===== src/rtl/nn_act_pkg.sv =====
// Shared types and helpers for the neuron-unit activation stage.
// Codes are offset binary: 0x0000 = -1024.0, 0x8000 = 0.0, LSB = 1/32.
package nn_act_pkg;

  localparam int          CODE_W    = 16;
  localparam logic [15:0] CODE_ZERO = 16'h8000;

  typedef struct packed {
    logic        [15:0] base;
    logic signed [15:0] slope;
  } seg_entry_t;

  // Saturate a signed 18-bit sum into the unsigned 16-bit output range.
  function automatic logic [15:0] sat_u16(input logic signed [17:0] val);
    logic [15:0] res;
    if (val < 18'sd0) begin
      res = 16'h0000;
    end else if (val > 18'sd65535) begin
      res = 16'hFFFF;
    end else begin
      res = val[15:0];
    end
    return res;
  endfunction

endpackage


===== src/rtl/act_seg_table.sv =====
// Segment table: register array with one write port and a registered,
// enable-gated read port. A read and write to one address on the same edge
// returns the old entry.
module act_seg_table
  import nn_act_pkg::*;
#(
  parameter int SEG_BITS = 6
) (
  input  logic                clk,
  input  logic                rst,
  input  logic                we,
  input  logic [SEG_BITS-1:0] waddr,
  input  logic [31:0]         wdata,
  input  logic                rd_en,
  input  logic [SEG_BITS-1:0] raddr,
  output logic [31:0]         rdata
);

  localparam int DEPTH = 1 << SEG_BITS;

  seg_entry_t mem_r [DEPTH];
  seg_entry_t rdata_r;

  // Table storage and registered read; reset wins over a same-cycle write.
  always_ff @(posedge clk) begin
    if (rst) begin
      for (int i = 0; i < DEPTH; i++) begin
        mem_r[i] <= '0;
      end
      rdata_r <= '0;
    end else begin
      if (we) begin
        mem_r[waddr] <= seg_entry_t'(wdata);
      end
      if (rd_en) begin
        rdata_r <= mem_r[raddr];
      end
    end
  end

  assign rdata = rdata_r;

endmodule


===== src/rtl/act_pwl_int16.sv =====
// Piecewise-linear activation on offset-binary int16 codes: table read,
// slope multiply, base add with saturation. Three stages, one global stall.
module act_pwl_int16
  import nn_act_pkg::*;
#(
  parameter int SEG_BITS = 6
) (
  input  logic                clk,
  input  logic                rst,
  input  logic                in_valid,
  output logic                in_ready,
  input  logic [15:0]         in_code,
  output logic                out_valid,
  input  logic                out_ready,
  output logic [15:0]         out_data,
  input  logic                tbl_we,
  input  logic [SEG_BITS-1:0] tbl_addr,
  input  logic [15:0]         tbl_base,
  input  logic [15:0]         tbl_slope,
  output logic                busy
);

  localparam int F  = CODE_W - SEG_BITS;
  localparam int PW = 17 + F;

  logic                 adv_s;
  logic                 accept_s;
  logic [31:0]          rd_s;
  seg_entry_t           ent1_s;
  logic signed [PW-1:0] prod_s;
  logic signed [17:0]   sum_s;

  logic                 v1_r;
  logic                 v2_r;
  logic                 v3_r;
  logic [F-1:0]         frac1_r;
  logic signed [PW-1:0] prod2_r;
  logic [15:0]          base2_r;
  logic [15:0]          out_data_r;

  act_seg_table #(.SEG_BITS(SEG_BITS)) u_table (
    .clk   (clk),
    .rst   (rst),
    .we    (tbl_we),
    .waddr (tbl_addr),
    .wdata ({tbl_base, tbl_slope}),
    .rd_en (accept_s),
    .raddr (in_code[CODE_W-1:F]),
    .rdata (rd_s)
  );

  // Stall control plus stage-2 multiply and stage-3 add (floor shift of prod).
  always_comb begin
    adv_s    = !v3_r || out_ready;
    accept_s = in_valid && adv_s;
    ent1_s   = seg_entry_t'(rd_s);
    prod_s   = $signed(ent1_s.slope) * $signed({1'b0, frac1_r});
    sum_s    = $signed({2'b00, base2_r}) + $signed(18'(prod2_r >>> F));
  end

  // Pipeline registers; everything holds while the output is stalled.
  always_ff @(posedge clk) begin
    if (rst) begin
      v1_r       <= 1'b0;
      v2_r       <= 1'b0;
      v3_r       <= 1'b0;
      frac1_r    <= '0;
      prod2_r    <= '0;
      base2_r    <= 16'h0000;
      out_data_r <= 16'h0000;
    end else if (adv_s) begin
      v1_r <= in_valid;
      v2_r <= v1_r;
      v3_r <= v2_r;
      if (in_valid) begin
        frac1_r <= in_code[F-1:0];
      end
      if (v1_r) begin
        prod2_r <= prod_s;
        base2_r <= ent1_s.base;
      end
      if (v2_r) begin
        out_data_r <= sat_u16(sum_s);
      end
    end
  end

  assign in_ready  = adv_s;
  assign out_valid = v3_r;
  assign out_data  = out_data_r;
  assign busy      = v1_r | v2_r | v3_r;

endmodule


===== config.mk =====
export PLATFORM = sky130hd
export DESIGN_NAME = act_pwl_int16
export DESIGN_NICKNAME = d
export VERILOG_FILES = /design/src/rtl/nn_act_pkg.sv /design/src/rtl/act_seg_table.sv /design/src/rtl/act_pwl_int16.sv
export SDC_FILE = /design/constraint.sdc
export NUM_CORES = 2
export LEC_CHECK = 0
export ABC_AREA = 1
export CORE_MARGIN = 2
export CORE_UTILIZATION = 45
export DETAILED_ROUTE_END_ITERATION = 6
export HOLD_SLACK_MARGIN = 0.15
export PLACE_DENSITY = 0.7
export SLEW_MARGIN = 20
export SYNTH_ARGS = -nofsm -noshare
export SYNTH_HDL_FRONTEND = slang
export SYNTH_HIERARCHICAL = 1
export SYNTH_SLANG_ARGS = --single-unit

===== constraint.sdc =====
create_clock -name clk -period 4.8 [get_ports clk]
set_input_delay 0.72 -clock clk [delete_from_list [all_inputs] [get_ports clk]]
set_output_delay 0.72 -clock clk [all_outputs]
set_load 0.005 [all_outputs]

After elaboration in Yosys (flattened, before gate mapping). Memory sizes are Yosys's and may differ from the RTL's. A register that Yosys moved wholly into a read port is not among the register bits. Index checks and enable logic that the tools add are counted.

$add $sub $neg: 1. Multipliers: 1. Divide/modulo/power cells: 0. Order comparisons: 2. Equality and inequality tests: 0. Shift operators: 0. Muxes and demuxes: 10. Bitwise logic cells: 2. Reductions and logical operators: 7.

Operator list (count): 2-to-1 mux 16 bit (2); 2-to-1 mux 32 bit (1); OR reduction 32 bit (1); multiplier 16 x 11 -> 27 bit (1); adder 17 x 17 -> 18 bit (1); greater-than comparator 18 x 17 -> 1 bit, second input constant (1); less-than comparator 18 x 1 -> 1 bit, second input constant (1); 2-to-1 mux 1 bit (6); 2-to-1 mux 6 bit (1); AND reduction 2 bit (3); bitwise OR 1 bit (2); logical AND 1 bit (1); zero test 1 bit (1); logical OR 1 bit (1).

Register bits after elaboration: 72. Bits in latches: 0. Bits in writable memories: 2048. Memory bits (read-only): 0. Input port bits: 59. Output and inout bits: 19. Logic and storage cells: 31. Memories kept: 1.

Memories: u_table.mem_r (depth 64, width 32, read ports 1, clocked after memory_dff 1, write ports 64, RTL line act_seg_table.sv:21) `seg_entry_t mem_r [DEPTH];`.

Depth between registers and ports, before layout.
Depth after elaboration: 5. Gate-level depth with buffers: 26. Gate-level depth less buffers: 24.

By module. The synthesis kept the hierarchy.

By module, submodules not included: act_seg_table (times used 1, cells each 9423, area an instance 92336.1 um2, sequential area each 62139.6 um2); act_pwl_int16 (times used 1, cells each 1460, area an instance 10144.7 um2, sequential area each 1241.2 um2).

Worst setup path before layout. Ideal clock, no wire load.

Path type: reg-to-reg. From: reg frac1_r[7]. To: reg prod2_r[16]. Arrival time: 4.836 ns. Required time: 4.685 ns. Path slack: -0.152 ns. Stages on the path, launching flop included: 22. Path through: dfxtp_1 clkbuf_1 clkbuf_1 nand2_1 fa_1 inv_1 fa_1 fa_1 fa_1 inv_1 fa_1 inv_1 ha_1 a21oi_1 a21boi_0 o21bai_1 inv_1 nand2_1 nand2_1 nand2_1 o21ai_0 inv_1.

Cells in the longest elaborated chain, start to end: 1.

Ends and longest elaborated chain: from (decl) (RTL line act_pwl_int16.sv:36) `logic [F-1:0] frac1_r;`; from (signal assigned) (RTL line act_pwl_int16.sv:76) `frac1_r <= in_code[F-1:0];`; multiplier 16 x 11 -> 27 bit (RTL line act_pwl_int16.sv:57) `prod_s = $signed(ent1_s.slope) * $signed({1'b0, frac1_r});`; to (signal assigned) (RTL line act_pwl_int16.sv:79) `prod2_r <= prod_s;`; to (decl) (RTL line act_pwl_int16.sv:37) `logic signed [PW-1:0] prod2_r;`.

No other way between the ends. A chain may end at the register's enable or synchronous reset.

Worst setup path in the final report.
From: reg u_table/rdata[15] (netlist name). To: reg prod2_r[24].

Cells in the longest elaborated chain, start to end: 1.

Ends and longest elaborated chain (RTL line): multiplier 16 x 11 -> 27 bit (act_pwl_int16.sv:57).

No other way between the ends.

==> qor.log <==
[global_routing] pin count of the biggest net entering global routing 196
[placement] IO Port Bufs 77
[worst_setup_path] FF-to-FF setup slack 0.07 ns
[floorplan] total I/O pin count 78
[status] violations in the final reports design-rule violations
[power_and_ir_drop] leakage power 0.04616 uW
[worst_setup_path] endpoint arrival time on the critical path 5.49 ns
[sta] total setup violations reported at the end of the flow 0
[synth] leading register cell type out of synthesis sky130_fd_sc_hd__edfxtp_1
[global_routing] total gr overflow 0
[synth] Area contributors post-synth sky130_fd_sc_hd__edfxtp_1 (60%), sky130_fd_sc_hd__nand2_1 (10%), sky130_fd_sc_hd__nand3_1 (9.8%)
[detailed_routing] number of optimization iterations in the first detailed-route pass 7
[detailed_routing] Avg Vias per Cell 5.733
[synth] synthesized netlist net count 11,160
[floorplan] Total Die Area 231,600 sq um
[worst_setup_path] highest net fanout along the worst path 5
[floorplan] effective utilization at floorplan 0.4518
[synth] biggest area consumer among synthesized cells sky130_fd_sc_hd__edfxtp_1
[worst_setup_path] endpoint of the worst setup timing path prod2_r[24]
[placement] total half-perimeter wirelength after legalization and detailed placement 194.2 mm
[worst_setup_path] largest stage delay on the critical path 0.59 ns
[synth] number of enable-type register cells in the synthesized netlist 2,048
[worst_setup_path] Startpoint Class flop
[worst_setup_path] endpoint type of the worst setup path flop
[sta] worst slew pin tran 1.199 ns
[cells_and_area] total number of nets in the final design 10,980
[sta] worst slew margin relative to its limit 0.2006
[sta] shortest clock period the worst path allows after layout 4.726 ns
[clock_tree] htree depth 4
[worst_setup_path] Critical path buffers and inverters 5
[clock_tree] clock tree from TritonCTS yes
[worst_setup_path] startpoint of the most critical setup path u_table/rdata[15]
[detailed_routing] Iteration-0 DRC Markers 10,710
[sta] final number of hold-violating endpoints 0
[detailed_routing] final routed DRC violation total 1
[synth] proportion of netlist area held by the largest area contributor 0.6001
[synth] Post-Synthesis Cells 10,880
[worst_setup_path] required time of the worst setup path 5.57 ns
[detailed_routing] post-route ant nets 0
[power_and_ir_drop] worst supply voltage drop on vdd 0.0003076 V
[detailed_routing] routed len/inst 23.29 um
[run] max-capacitance violation count 0
[worst_setup_path] slowest cell on the critical path sky130_fd_sc_hd__fa_1
[clock_tree] total number of clock tree sinks 2,142
[clock_tree] clock buffer depth 3
[global_routing] via count of the first global-routing pass 75,520
[floorplan] chip width 481.2 um
[clock_tree] CTS Root Buffer Type sky130_fd_sc_hd__clkbuf_16
[worst_setup_path] number of cell instances on the worst register-to-register path 20
[synth] top-count cell post-synth sky130_fd_sc_hd__nand2_1
[synth] total of flip-flops plus latches after synthesis 2,142
[worst_hold_path] path category of the worst min-delay check flop to flop
[worst_setup_path] gate family responsible for the most delay along the worst path adder cells
[power_and_ir_drop] total power per unit cell area 375.6 nW/um^2
[worst_setup_path] cell repeated most along the worst path sky130_fd_sc_hd__fa_1
[floorplan] core box area 226,800 sq um
[worst_setup_path] Crit Reg-Reg Endpoint prod2_r[24]
[sta] crit share post-route 0.9847
[worst_setup_path] category of the critical setup timing path flop to flop
[sta] post-route clock skew 0.02569 ns
[cells_and_area] area added between synthesis and finish 12.07%
[sta] WHS 0.4722 ns
[worst_setup_path] R2R Path Start u_table/rdata[15]
[synth] Async SR Flop Fraction 0
[cells_and_area] fraction of final layout cells sized beyond drive strength 1 0.08765
[worst_setup_path] cell chain of the critical path buf_6 -> buf_6 -> nand2_4 -> fa_1 -> inv_2 -> buf_4 -> fa_1 -> fa_2 -> fa_1 -> fa_1 -> ha_4 -> nand2_4 -> nor2_2 -> nand2_1 -> nor3_2 -> nand2_1 -> nand4_1 -> nand3_1 -> nand2_1 -> inv_1
[sta] timing-limited maximum frequency 211.6 MHz
[placement] Final Wtd Congestion 0.9159
[sta] setup repair after global routing missed its margin true
[clock_tree] clock slew at reported path FFs 0.06 ns
[synth] post-synthesis sequential area ratio 0.6185
[worst_setup_path] number of gates on the worst path with buffers counted 20
[power_and_ir_drop] Total Power 43,130 uW
[status] outcome finished, violations left
[clock_tree] clock latency on the worst-skew pair 0.89 ns
[cells_and_area] Filler Cells Inserted 20,340
[synth] number of synthesis warnings 6
[floorplan] overall die height 481.2 um
[detailed_routing] final routed wirelength across all metal layers 323.4 mm
[clock_tree] hold buffers post-CTS 0
[synth] summed instance area of the synthesized netlist 102,500 sq um
[synth] post-synthesis area per instance 9.417 sq um
[floorplan] row count 175
[sta] final number of max-transition violations 0
[synth] number of distinct standard cells referenced by the synthesized netlist 43
[synth] most instantiated cells after synthesis sky130_fd_sc_hd__nand2_1 (2,722), sky130_fd_sc_hd__nor2_1 (2,242), sky130_fd_sc_hd__edfxtp_1 (2,048), sky130_fd_sc_hd__nand3_1 (2,000), sky130_fd_sc_hd__clkbuf_1 (793)
[global_routing] Tot GR Track Use 0.2750
[detailed_routing] number of vias in the routed layout 79,610
[global_routing] global-route wire length before repair 479.5 mm
[global_routing] initial antenna violation count 8
[clock_tree] Inserted Clock Buffers 212
[flip-flops by register name, indices dropped and copies added (netlist names)]
register and flops:
prod2_r 17, frac1_r 10, base2_r 16, u_table/rdata 32
u_table/mem_r 2048, v1_r 1, out_valid 1, out_data 16
v2_r 1
[layout make-up]
class,count,area (sq um),area share
Clock buffer,262,5493,0.04783
Clock inverter,127,1094,0.009522
Sequential cell,2142,63440,0.5524
Timing Repair Buffer,504,4707,0.04098
Multi-Input combinational cell,7390,34610,0.3013
Inverter,448,1734,0.01510
Tap cell,3009,3765,0.03278
Antenna cell,5,12.51,0.0001089
[routing by layer]
metal	track usage	vias to the layer above	wire length, um
met5	0	-	14
met4	0.1503	2	19830
met3	0.05302	795	35460
met2	0.4277	4782	147000
met1	0.3639	38430	121100
li1	-	35600	-
[worst register-to-register path, stage by stage (launching register included)]
cell	delay, ns
sky130_fd_sc_hd__dfxtp_4	0.38
sky130_fd_sc_hd__buf_6	0.13
sky130_fd_sc_hd__buf_6	0.11
sky130_fd_sc_hd__nand2_4	0.05
sky130_fd_sc_hd__fa_1	0.59
sky130_fd_sc_hd__inv_2	0.07
sky130_fd_sc_hd__buf_4	0.13
sky130_fd_sc_hd__fa_1	0.53
sky130_fd_sc_hd__fa_2	0.46
sky130_fd_sc_hd__fa_1	0.51
sky130_fd_sc_hd__fa_1	0.53
sky130_fd_sc_hd__ha_4	0.34
sky130_fd_sc_hd__nand2_4	0.07
sky130_fd_sc_hd__nor2_2	0.13
sky130_fd_sc_hd__nand2_1	0.10
sky130_fd_sc_hd__nor3_2	0.12
sky130_fd_sc_hd__nand2_1	0.09
sky130_fd_sc_hd__nand4_1	0.09
sky130_fd_sc_hd__nand3_1	0.07
sky130_fd_sc_hd__nand2_1	0.08
sky130_fd_sc_hd__inv_1	0.04
[worst min path at each step]
stage	slack [ns]	start	endpoint	depth (start not counted)
floorplan	0.44	v1_r	v1_r	2
global placement	0.45	v1_r	v1_r	2
detailed placement	0.47	out_data[15]	out_data[15]	2
CTS	0.45	in_code[0]	frac1_r[0]	3
global route	0.49	out_data[12]	out_data[12]	2
finish	0.47	out_data[15]	out_data[15]	2
[layout by cell type, fill, tap and decap left out, types with 19 or more instances in the layout]
cell,count
sky130_fd_sc_hd__ha_1,54
sky130_fd_sc_hd__buf_4,362
sky130_fd_sc_hd__clkbuf_1,50
sky130_fd_sc_hd__fa_1,142
sky130_fd_sc_hd__buf_12,54
sky130_fd_sc_hd__clkbuf_16,212
sky130_fd_sc_hd__nand3_1,1998
sky130_fd_sc_hd__clkdlybuf4s50_1,71
sky130_fd_sc_hd__dfxtp_1,75
sky130_fd_sc_hd__edfxtp_1,2048
sky130_fd_sc_hd__nand2_1,2696
sky130_fd_sc_hd__nand3_2,19
sky130_fd_sc_hd__clkinv_2,48
sky130_fd_sc_hd__inv_2,35
sky130_fd_sc_hd__a21oi_1,26
sky130_fd_sc_hd__o21ai_0,31
sky130_fd_sc_hd__nor2_1,2226
sky130_fd_sc_hd__nand2_2,30
sky130_fd_sc_hd__inv_1,390
sky130_fd_sc_hd__clkinv_1,60
sky130_fd_sc_hd__ha_4,20
sky130_fd_sc_hd__a21oi_2,28
[logic make-up after synthesis]
logic type | after synthesis | share of synthesized area
compound gates | 113 | 0.006263
xor+xnor | 13 | 0.001111
simple gates | 7045 | 0.2864
fa+ha+maj | 219 | 0.03736
flops | 2142 | 0.6185
buf+inv | 1351 | 0.05037
[power breakdown]
part	total [uW]	switching, uW	internal (uW)
Combinational	5360	3750	1610
Clock	16100	7230	8830
Sequential	21700	311	21400
Total	43100	11300	31800
[through the flow]
step | area (sq um) | util | TNS (ns) | worst slack [ns] | std cells
2_1_floorplan | 102500 | - | 0 | 0.001465 | 10880
3_3_place_gp | 107400 | 0.4733 | -3.293 | -0.3864 | 13480
3_5_place_dp | 107400 | 0.4733 | -3.198 | -0.3950 | 13480
4_1_cts | 114200 | 0.5034 | -0.02063 | -0.01494 | 13870
5_1_grt | 114800 | 0.5063 | -0.7363 | -0.1429 | 13880
6_report | 114800 | 0.5063 | 0 | 0.07364 | 13890
[what timing repair did]
action | 4_1_cts | 5_1_grt
pin swaps | 7 | 60
gates cloned | 0 | 0
buffers inserted | 1 | 11
setup endpoints to repair | 17 | 17
resized for setup | 67 | 137
Note: power is estimated with default switching activity, not from simulation.
